**config.mk**
```make
export PLATFORM = sky130hd
export DESIGN_NAME = pat_seq
export DESIGN_NICKNAME = d
export VERILOG_FILES = /design/src/rtl/pat_seq_pkg.sv /design/src/rtl/pat_call_stack.sv /design/src/rtl/pat_seq.sv
export SDC_FILE = /design/constraint.sdc
export NUM_CORES = 1
export LEC_CHECK = 0
export ABC_AREA = 1
export BUFFER_PORTS_ARGS = -buffer_cell sky130_fd_sc_hd__buf_2
export CAP_MARGIN = 20
export CELL_PAD_IN_SITES_DETAIL_PLACEMENT = 0
export CELL_PAD_IN_SITES_GLOBAL_PLACEMENT = 1
export CORE_AREA = 2 2 146 134
export DETAILED_ROUTE_END_ITERATION = 16
export DIE_AREA = 0 0 148 136
export PLACE_DENSITY_LB_ADDON = 0.1
export SLEW_MARGIN = 25
export SYNTH_ARGS = -nofsm -noshare
export SYNTH_HDL_FRONTEND = slang
export SYNTH_SLANG_ARGS = --single-unit
```
**constraint.sdc**
```tcl
create_clock -name clk -period 7.4 [get_ports clk]
set_input_delay 0.37 -clock clk [delete_from_list [all_inputs] [get_ports clk]]
set_output_delay 0.37 -clock clk [all_outputs]
set_load 0.03 [all_outputs]
```
**src/rtl/pat_seq_pkg.sv**
```systemverilog
// Shared types and helpers for the pattern-processor program sequencer.
// Holds the sequencer state encoding, fault codes, the decoded-op type and
// the strobe priority selector. Optional repeat support (PAT_SEQ_REPEAT_EN)
// uses RPT_W and OP_RPT from here.
package pat_seq_pkg;

  typedef enum logic [0:0] {
    RUN   = 1'b0,
    FAULT = 1'b1
  } state_e;

  localparam logic [1:0] FC_NONE = 2'b00;
  localparam logic [1:0] FC_OVF  = 2'b01;
  localparam logic [1:0] FC_UNF  = 2'b10;

  localparam int unsigned RPT_W = 4;

  typedef enum logic [2:0] {
    OP_NONE = 3'd0,
    OP_BF   = 3'd1,
    OP_BB   = 3'd2,
    OP_CALL = 3'd3,
    OP_RET  = 3'd4,
    OP_RPT  = 3'd5
  } op_e;

  // Highest-priority strobe wins; a failed condition turns every op into none.
  function automatic op_e sel_op(input logic bf, input logic bb, input logic call,
                                 input logic ret, input logic rpt, input logic cond_pass);
    op_e op;
    op = OP_NONE;
    if (cond_pass) begin
      if (bf)        op = OP_BF;
      else if (bb)   op = OP_BB;
      else if (call) op = OP_CALL;
      else if (ret)  op = OP_RET;
      else if (rpt)  op = OP_RPT;
    end
    return op;
  endfunction

endpackage

```
**src/rtl/pat_call_stack.sv**
```systemverilog
// Hardware call/return LIFO for the sequencer.
// Ports: clk, rst_n (async active-low, clears depth only), push/pop/clr
// strobes, push_data in; top_c (combinational top entry), depth (registered),
// full_c/empty_c out. Entry contents are never reset.
module pat_call_stack #(
  parameter int unsigned STACK_DEPTH = 8,
  parameter int unsigned I_ADR_W     = 10,
  parameter int unsigned DEPTH_W     = 4
) (
  input  logic               clk,
  input  logic               rst_n,
  input  logic               push,
  input  logic               pop,
  input  logic               clr,
  input  logic [I_ADR_W-1:0] push_data,
  output logic [I_ADR_W-1:0] top_c,
  output logic [DEPTH_W-1:0] depth,
  output logic               full_c,
  output logic               empty_c
);

  localparam int unsigned IDX_W = (STACK_DEPTH > 1) ? $clog2(STACK_DEPTH) : 1;

  logic [I_ADR_W-1:0] mem_q [STACK_DEPTH];
  logic [DEPTH_W-1:0] depth_q, depth_d;
  logic               wr_en;
  logic [IDX_W-1:0]   wr_idx;
  logic [IDX_W-1:0]   rd_idx;

  assign full_c  = (depth_q == DEPTH_W'(STACK_DEPTH));
  assign empty_c = (depth_q == '0);
  assign depth   = depth_q;

  // Write slot is the current depth; top sits one below it.
  always_comb begin
    wr_en  = push && !full_c && !clr;
    wr_idx = IDX_W'(depth_q);
    rd_idx = IDX_W'(depth_q - DEPTH_W'(1));
    top_c  = mem_q[rd_idx];
  end

  // Depth bookkeeping; clr has priority, push and pop are never both set.
  always_comb begin
    depth_d = depth_q;
    if (clr)                   depth_d = '0;
    else if (push && !full_c)  depth_d = depth_q + DEPTH_W'(1);
    else if (pop && !empty_c)  depth_d = depth_q - DEPTH_W'(1);
  end

  always_ff @(posedge clk or negedge rst_n) begin
    if (!rst_n) depth_q <= '0;
    else        depth_q <= depth_d;
  end

  // Storage array carries no reset.
  always_ff @(posedge clk) begin
    if (wr_en) mem_q[wr_idx] <= push_data;
  end

endmodule

```
**src/rtl/pat_seq.sv**
```systemverilog
// Program sequencer: PC register, conditional branch/call/return with a
// hardware call stack, stall, and a sticky fault state on stack misuse.
// Ports: clk, reset (async active-low), stall, op_bf/op_bb/op_call/op_return
// strobes, cond_pass, offset, clear_fault in; pc, depth, fault, fault_code
// out. With PAT_SEQ_REPEAT_EN defined, adds op_repeat in and rpt_active out.
module pat_seq import pat_seq_pkg::*; #(
  parameter int unsigned I_ADR_W     = 10,
  parameter int unsigned OFF_W       = 8,
  parameter int unsigned STACK_DEPTH = 8,
  parameter int unsigned DEPTH_W     = 4,
  parameter int unsigned RESET_PC    = 0
) (
  input  logic               clk,
  input  logic               reset,
  input  logic               stall,
  input  logic               op_bf,
  input  logic               op_bb,
  input  logic               op_call,
  input  logic               op_return,
  input  logic               cond_pass,
  input  logic [OFF_W-1:0]   offset,
  input  logic               clear_fault,
`ifdef PAT_SEQ_REPEAT_EN
  input  logic               op_repeat,
  output logic               rpt_active,
`endif
  output logic [I_ADR_W-1:0] pc,
  output logic [DEPTH_W-1:0] depth,
  output logic               fault,
  output logic [1:0]         fault_code
);

  state_e             state_q, state_d;
  logic [I_ADR_W-1:0] pc_q, pc_d;
  logic [1:0]         fault_code_q, fault_code_d;
  logic               push, pop, clr;
  logic [I_ADR_W-1:0] top_c;
  logic               full_c, empty_c;
  logic [I_ADR_W-1:0] pc_inc_c, off_ext_c;
  logic               rpt_req_c;
  op_e                op_c;

`ifdef PAT_SEQ_REPEAT_EN
  logic [RPT_W-1:0]   rpt_cnt_q, rpt_cnt_d;
  assign rpt_req_c  = op_repeat;
  assign rpt_active = (rpt_cnt_q != '0);
`else
  assign rpt_req_c  = 1'b0;
`endif

  assign pc_inc_c   = pc_q + I_ADR_W'(1);
  assign off_ext_c  = I_ADR_W'(offset);
  assign op_c       = sel_op(op_bf, op_bb, op_call, op_return, rpt_req_c, cond_pass);
  assign pc         = pc_q;
  assign fault      = (state_q == FAULT);
  assign fault_code = fault_code_q;

  pat_call_stack #(
    .STACK_DEPTH (STACK_DEPTH),
    .I_ADR_W     (I_ADR_W),
    .DEPTH_W     (DEPTH_W)
  ) u_stack (
    .clk       (clk),
    .rst_n     (reset),
    .push      (push),
    .pop       (pop),
    .clr       (clr),
    .push_data (pc_inc_c),
    .top_c     (top_c),
    .depth     (depth),
    .full_c    (full_c),
    .empty_c   (empty_c)
  );

  // Next-state, PC datapath and stack control.
  always_comb begin
    state_d      = state_q;
    pc_d         = pc_q;
    fault_code_d = fault_code_q;
    push         = 1'b0;
    pop          = 1'b0;
    clr          = 1'b0;
`ifdef PAT_SEQ_REPEAT_EN
    rpt_cnt_d    = rpt_cnt_q;
`endif
    case (state_q)
      RUN: begin
        if (!stall) begin
          case (op_c)
            OP_BF: begin
              pc_d = pc_q + off_ext_c;
`ifdef PAT_SEQ_REPEAT_EN
              rpt_cnt_d = '0;
`endif
            end
            OP_BB: begin
              pc_d = pc_q - off_ext_c;
`ifdef PAT_SEQ_REPEAT_EN
              rpt_cnt_d = '0;
`endif
            end
            OP_CALL: begin
              if (full_c) begin
                state_d      = FAULT;
                fault_code_d = FC_OVF;
              end else begin
                push = 1'b1;
                pc_d = pc_q + off_ext_c;
              end
`ifdef PAT_SEQ_REPEAT_EN
              rpt_cnt_d = '0;
`endif
            end
            OP_RET: begin
              if (empty_c) begin
                state_d      = FAULT;
                fault_code_d = FC_UNF;
              end else begin
                pop  = 1'b1;
                pc_d = top_c;
              end
`ifdef PAT_SEQ_REPEAT_EN
              rpt_cnt_d = '0;
`endif
            end
`ifdef PAT_SEQ_REPEAT_EN
            OP_RPT: begin
              rpt_cnt_d = offset[RPT_W-1:0];
              pc_d      = pc_inc_c;
            end
`endif
            default: begin
`ifdef PAT_SEQ_REPEAT_EN
              // An armed repeat holds pc on the next instruction.
              if (rpt_cnt_q != '0) rpt_cnt_d = rpt_cnt_q - RPT_W'(1);
              else                 pc_d      = pc_inc_c;
`else
              pc_d = pc_inc_c;
`endif
            end
          endcase
        end
      end
      FAULT: begin
        if (clear_fault && !stall) begin
          state_d      = RUN;
          pc_d         = I_ADR_W'(RESET_PC);
          fault_code_d = FC_NONE;
          clr          = 1'b1;
`ifdef PAT_SEQ_REPEAT_EN
          rpt_cnt_d    = '0;
`endif
        end
      end
      default: state_d = RUN;
    endcase
  end

  always_ff @(posedge clk or negedge reset) begin
    if (!reset) begin
      state_q      <= RUN;
      pc_q         <= I_ADR_W'(RESET_PC);
      fault_code_q <= FC_NONE;
    end else begin
      state_q      <= state_d;
      pc_q         <= pc_d;
      fault_code_q <= fault_code_d;
    end
  end

`ifdef PAT_SEQ_REPEAT_EN
  always_ff @(posedge clk or negedge reset) begin
    if (!reset) rpt_cnt_q <= '0;
    else        rpt_cnt_q <= rpt_cnt_d;
  end
`endif

endmodule

```
==> run metrics <==
setup bufs post-CTS=0; Remaining DRCs=0; Design Area, Final=0.00591 sq mm; placer congestion estimate=0.778; Post-Route WL=14.4 mm; status=finished clean; H-tree depth=3; Finished Core Util=0.316; RSZ-0062 raised after global routing=no; PortBufs=33; R2R setup slack=3.78 ns; Slew Viols, Final=0; Slew headroom=0.501; number of global-route vias before repair=3,914; dominant cell type by area after synthesis=edfxtp_1; required time of the critical path=7.64 ns; Max-Cap Viols=0; Reg clk slew, reported paths=0.07 ns; final-layout fill cell count=2,023; Cell variety after synth=38; Die Height=136 microns; Seq/Total Area, Yosys=0.552; TritonCTS clock tree=built; Vias=3,948; flops & latches, synth=97; row count=48; Pleak=2.47 nW; layout net count=630; clk_skew=0.00590 ns; Final Cycle Share=0.490; initial antenna violation count=0; power density cells=352 mW/mm^2; Routed WL per cell=16.9 microns; Final Setup Violations=0; post-DR vias/cell=4.62; Area contributors post-synth=edfxtp_1 47%, nand2_1 11%, dfrtp_1 8.3%; antenna cell count=0; syn_area_per_cell=9.13 sq um; VDD IR-drop max=0.184 mV; CTS Root Cell=clkbuf_16; endpoints failing hold=0; Inserted Clock Buffers=9; Congestion Overflow GR=0; Die W=148 microns; Synth top area share=0.469; crit path launch type=flip-flop; Ys Warns=0; Register Area=0.00283 sq mm; WS Path Type=flip-flop to flip-flop; Setup Total Neg Slack=0 ns; Worst Max-Slew Pin Slew=0.747 ns; crit path time final=3.62 ns; Peak Freq=276 MHz; R2R depth=10; global-route wire length before repair=22.7 mm; 1st-pass router iterations=4; synthesis-to-finish area growth=15.4%; Core ar.=0.0187 sq mm; Clock Latency Late Sink=0.35 ns; die area=0.0201 sq mm; hold path depth=4; Hold Crit Class=primary input to flip-flop; Clock Path Buffers=2; clk sinks=97; Mapped Nets=592; iteration-0 DRC count of the detailed router=229; fraction of layout cells with a size suffix above 1=0.126; CP Capture Type=flip-flop; Placed Area=0.00560 sq mm; largest net degree at the start of global routing=46; placed wire-length estimate=10.5 mm; Total GRT Usage=0.151; IO Pins=34; cell count after synthesis=561; Initial Utilization=0.273; ANT nets after route=0; CP arrival=3.87 ns; multi-input logic area=0.00202 sq mm; CP Max Fanout=45; Cell Area, Synth=0.00512 sq mm
## cell usage in the layout, fill, tap and decap left out, types with 2 or more instances in the layout
cell	n
buf_4	8
o21ai_0	49
nand2_1	144
xnor2_1	3
nand3b_1	2
ha_1	13
clkbuf_16	9
nor3_1	5
nor2_4	2
nor2_2	3
nor2_1	58
or2_2	3
edfxtp_1	80
nand4_1	5
dfrtp_1	17
buf_2	33
o211ai_1	3
xor2_1	11
inv_2	4
a21oi_1	17
inv_1	53
inv_6	4
nand3_1	49
o21a_1	2
o221ai_1	8
## power by group
part	leakage, nW	switching [mW]	internal [mW]
Clock	0.144	0.211	0.267
Combinational	1.38	0.614	0.258
Sequential	0.942	0.0620	0.671
## final cells by class
cell class | count | area share
Inverter | 58 | 0.0368
Timing Repair Buffer | 42 | 0.0398
Tap cell | 250 | 0.0529
Clock inverter | 6 | 0.0123
Multi-Input combinational cell | 391 | 0.341
Clock buffer | 10 | 0.0387
Sequential cell | 97 | 0.478
## flip-flops by register name, summed over array words and instances, names as in the netlist
signal and cells:
u_stack.mem_q 80, pc 10, u_stack.depth 4, fault_code 2, fault 1
## synthesized netlist by cell type (all sizes together)
master and instances:
clkinv 1, xor2 11, o221ai 8, fa 1, or2 3, o21ai 50
o211ai 4, nor3 7, o22ai 1, xnor2 3, nand4 7, a21oi 18
ha 13, a21boi 1, clkbuf 6, dfrtp 17, nand3 49, a21o 1
nor2 63, o21a 2, inv 57, nand2 145, o21bai 1, buf 9
nand3b 2, edfxtp 80, a31oi 1
## metal layers
layer | up-vias | global-route usage | part of all wire
li1 | 1977 | - | -
met1 | 1897 | 0.213 | 0.50
met2 | 61 | 0.240 | 0.45
met3 | 13 | 0.0302 | 0.039
met4 | 0 | 0.0381 | 0.013
met5 | - | 0 | 0
## path summary, 6_finish.rpt
check                                              from                        end
setup / recovery           u_stack.depth[0]$_DFFE_PN0P_          pc[8]$_DFFE_PN0P_
hold reg to reg               fault_code[1]$_DFFE_PN0P_  fault_code[1]$_DFFE_PN0P_
max in group asynchronous                         reset          pc[1]$_DFFE_PN0P_
hold / removal                              clear_fault            fault$_DFF_PN0_
min in group asynchronous                         reset            fault$_DFF_PN0_
setup reg to reg           u_stack.depth[0]$_DFFE_PN0P_          pc[8]$_DFFE_PN0P_
## worst max-delay path, stage by stage, from the launching register on
cell,delay (ns)
dfrtp_1,0.32
buf_4,0.38
inv_2,0.42
ha_1,0.91
clkinv_1,0.67
o21ai_0,0.24
nor2_1,0.06
o21ai_0,0.25
nand3_1,0.11
nand2_1,0.07
nand2_1,0.05
## through the flow
step | hold slack (ns) | power, mW | setup WS (ns) | instances
2_1_floorplan | 0.0744 | 1.36 | 4.61 | 561
4_1_cts | 0.338 | 2.12 | 3.66 | 854
3_3_place_gp | 0.354 | 1.63 | 3.81 | 837
3_5_place_dp | 0.361 | 1.63 | 3.68 | 837
6_report | 0.346 | 2.08 | 3.78 | 854
5_1_grt | 0.385 | 2.26 | 3.22 | 854
## cell families (layout without fill, tap and decap cells)
kind of cell	Yosys count	count (layout)	synth area share
AND/OR/NAND/NOR	276	276	0.233
flip-flops	97	97	0.552
AO/OA/AOI/OAI	87	87	0.0997
buffers and inverters	73	116	0.0562
adder cells (fa/ha/maj)	14	14	0.0357
XOR/XNOR	14	14	0.0239
## repair_timing
item,CTS,global route
endpoints found under the hold margin,17,0
hold buffers,1,0
gates resized for setup,0,0
Power figures use the tool's default switching activity.
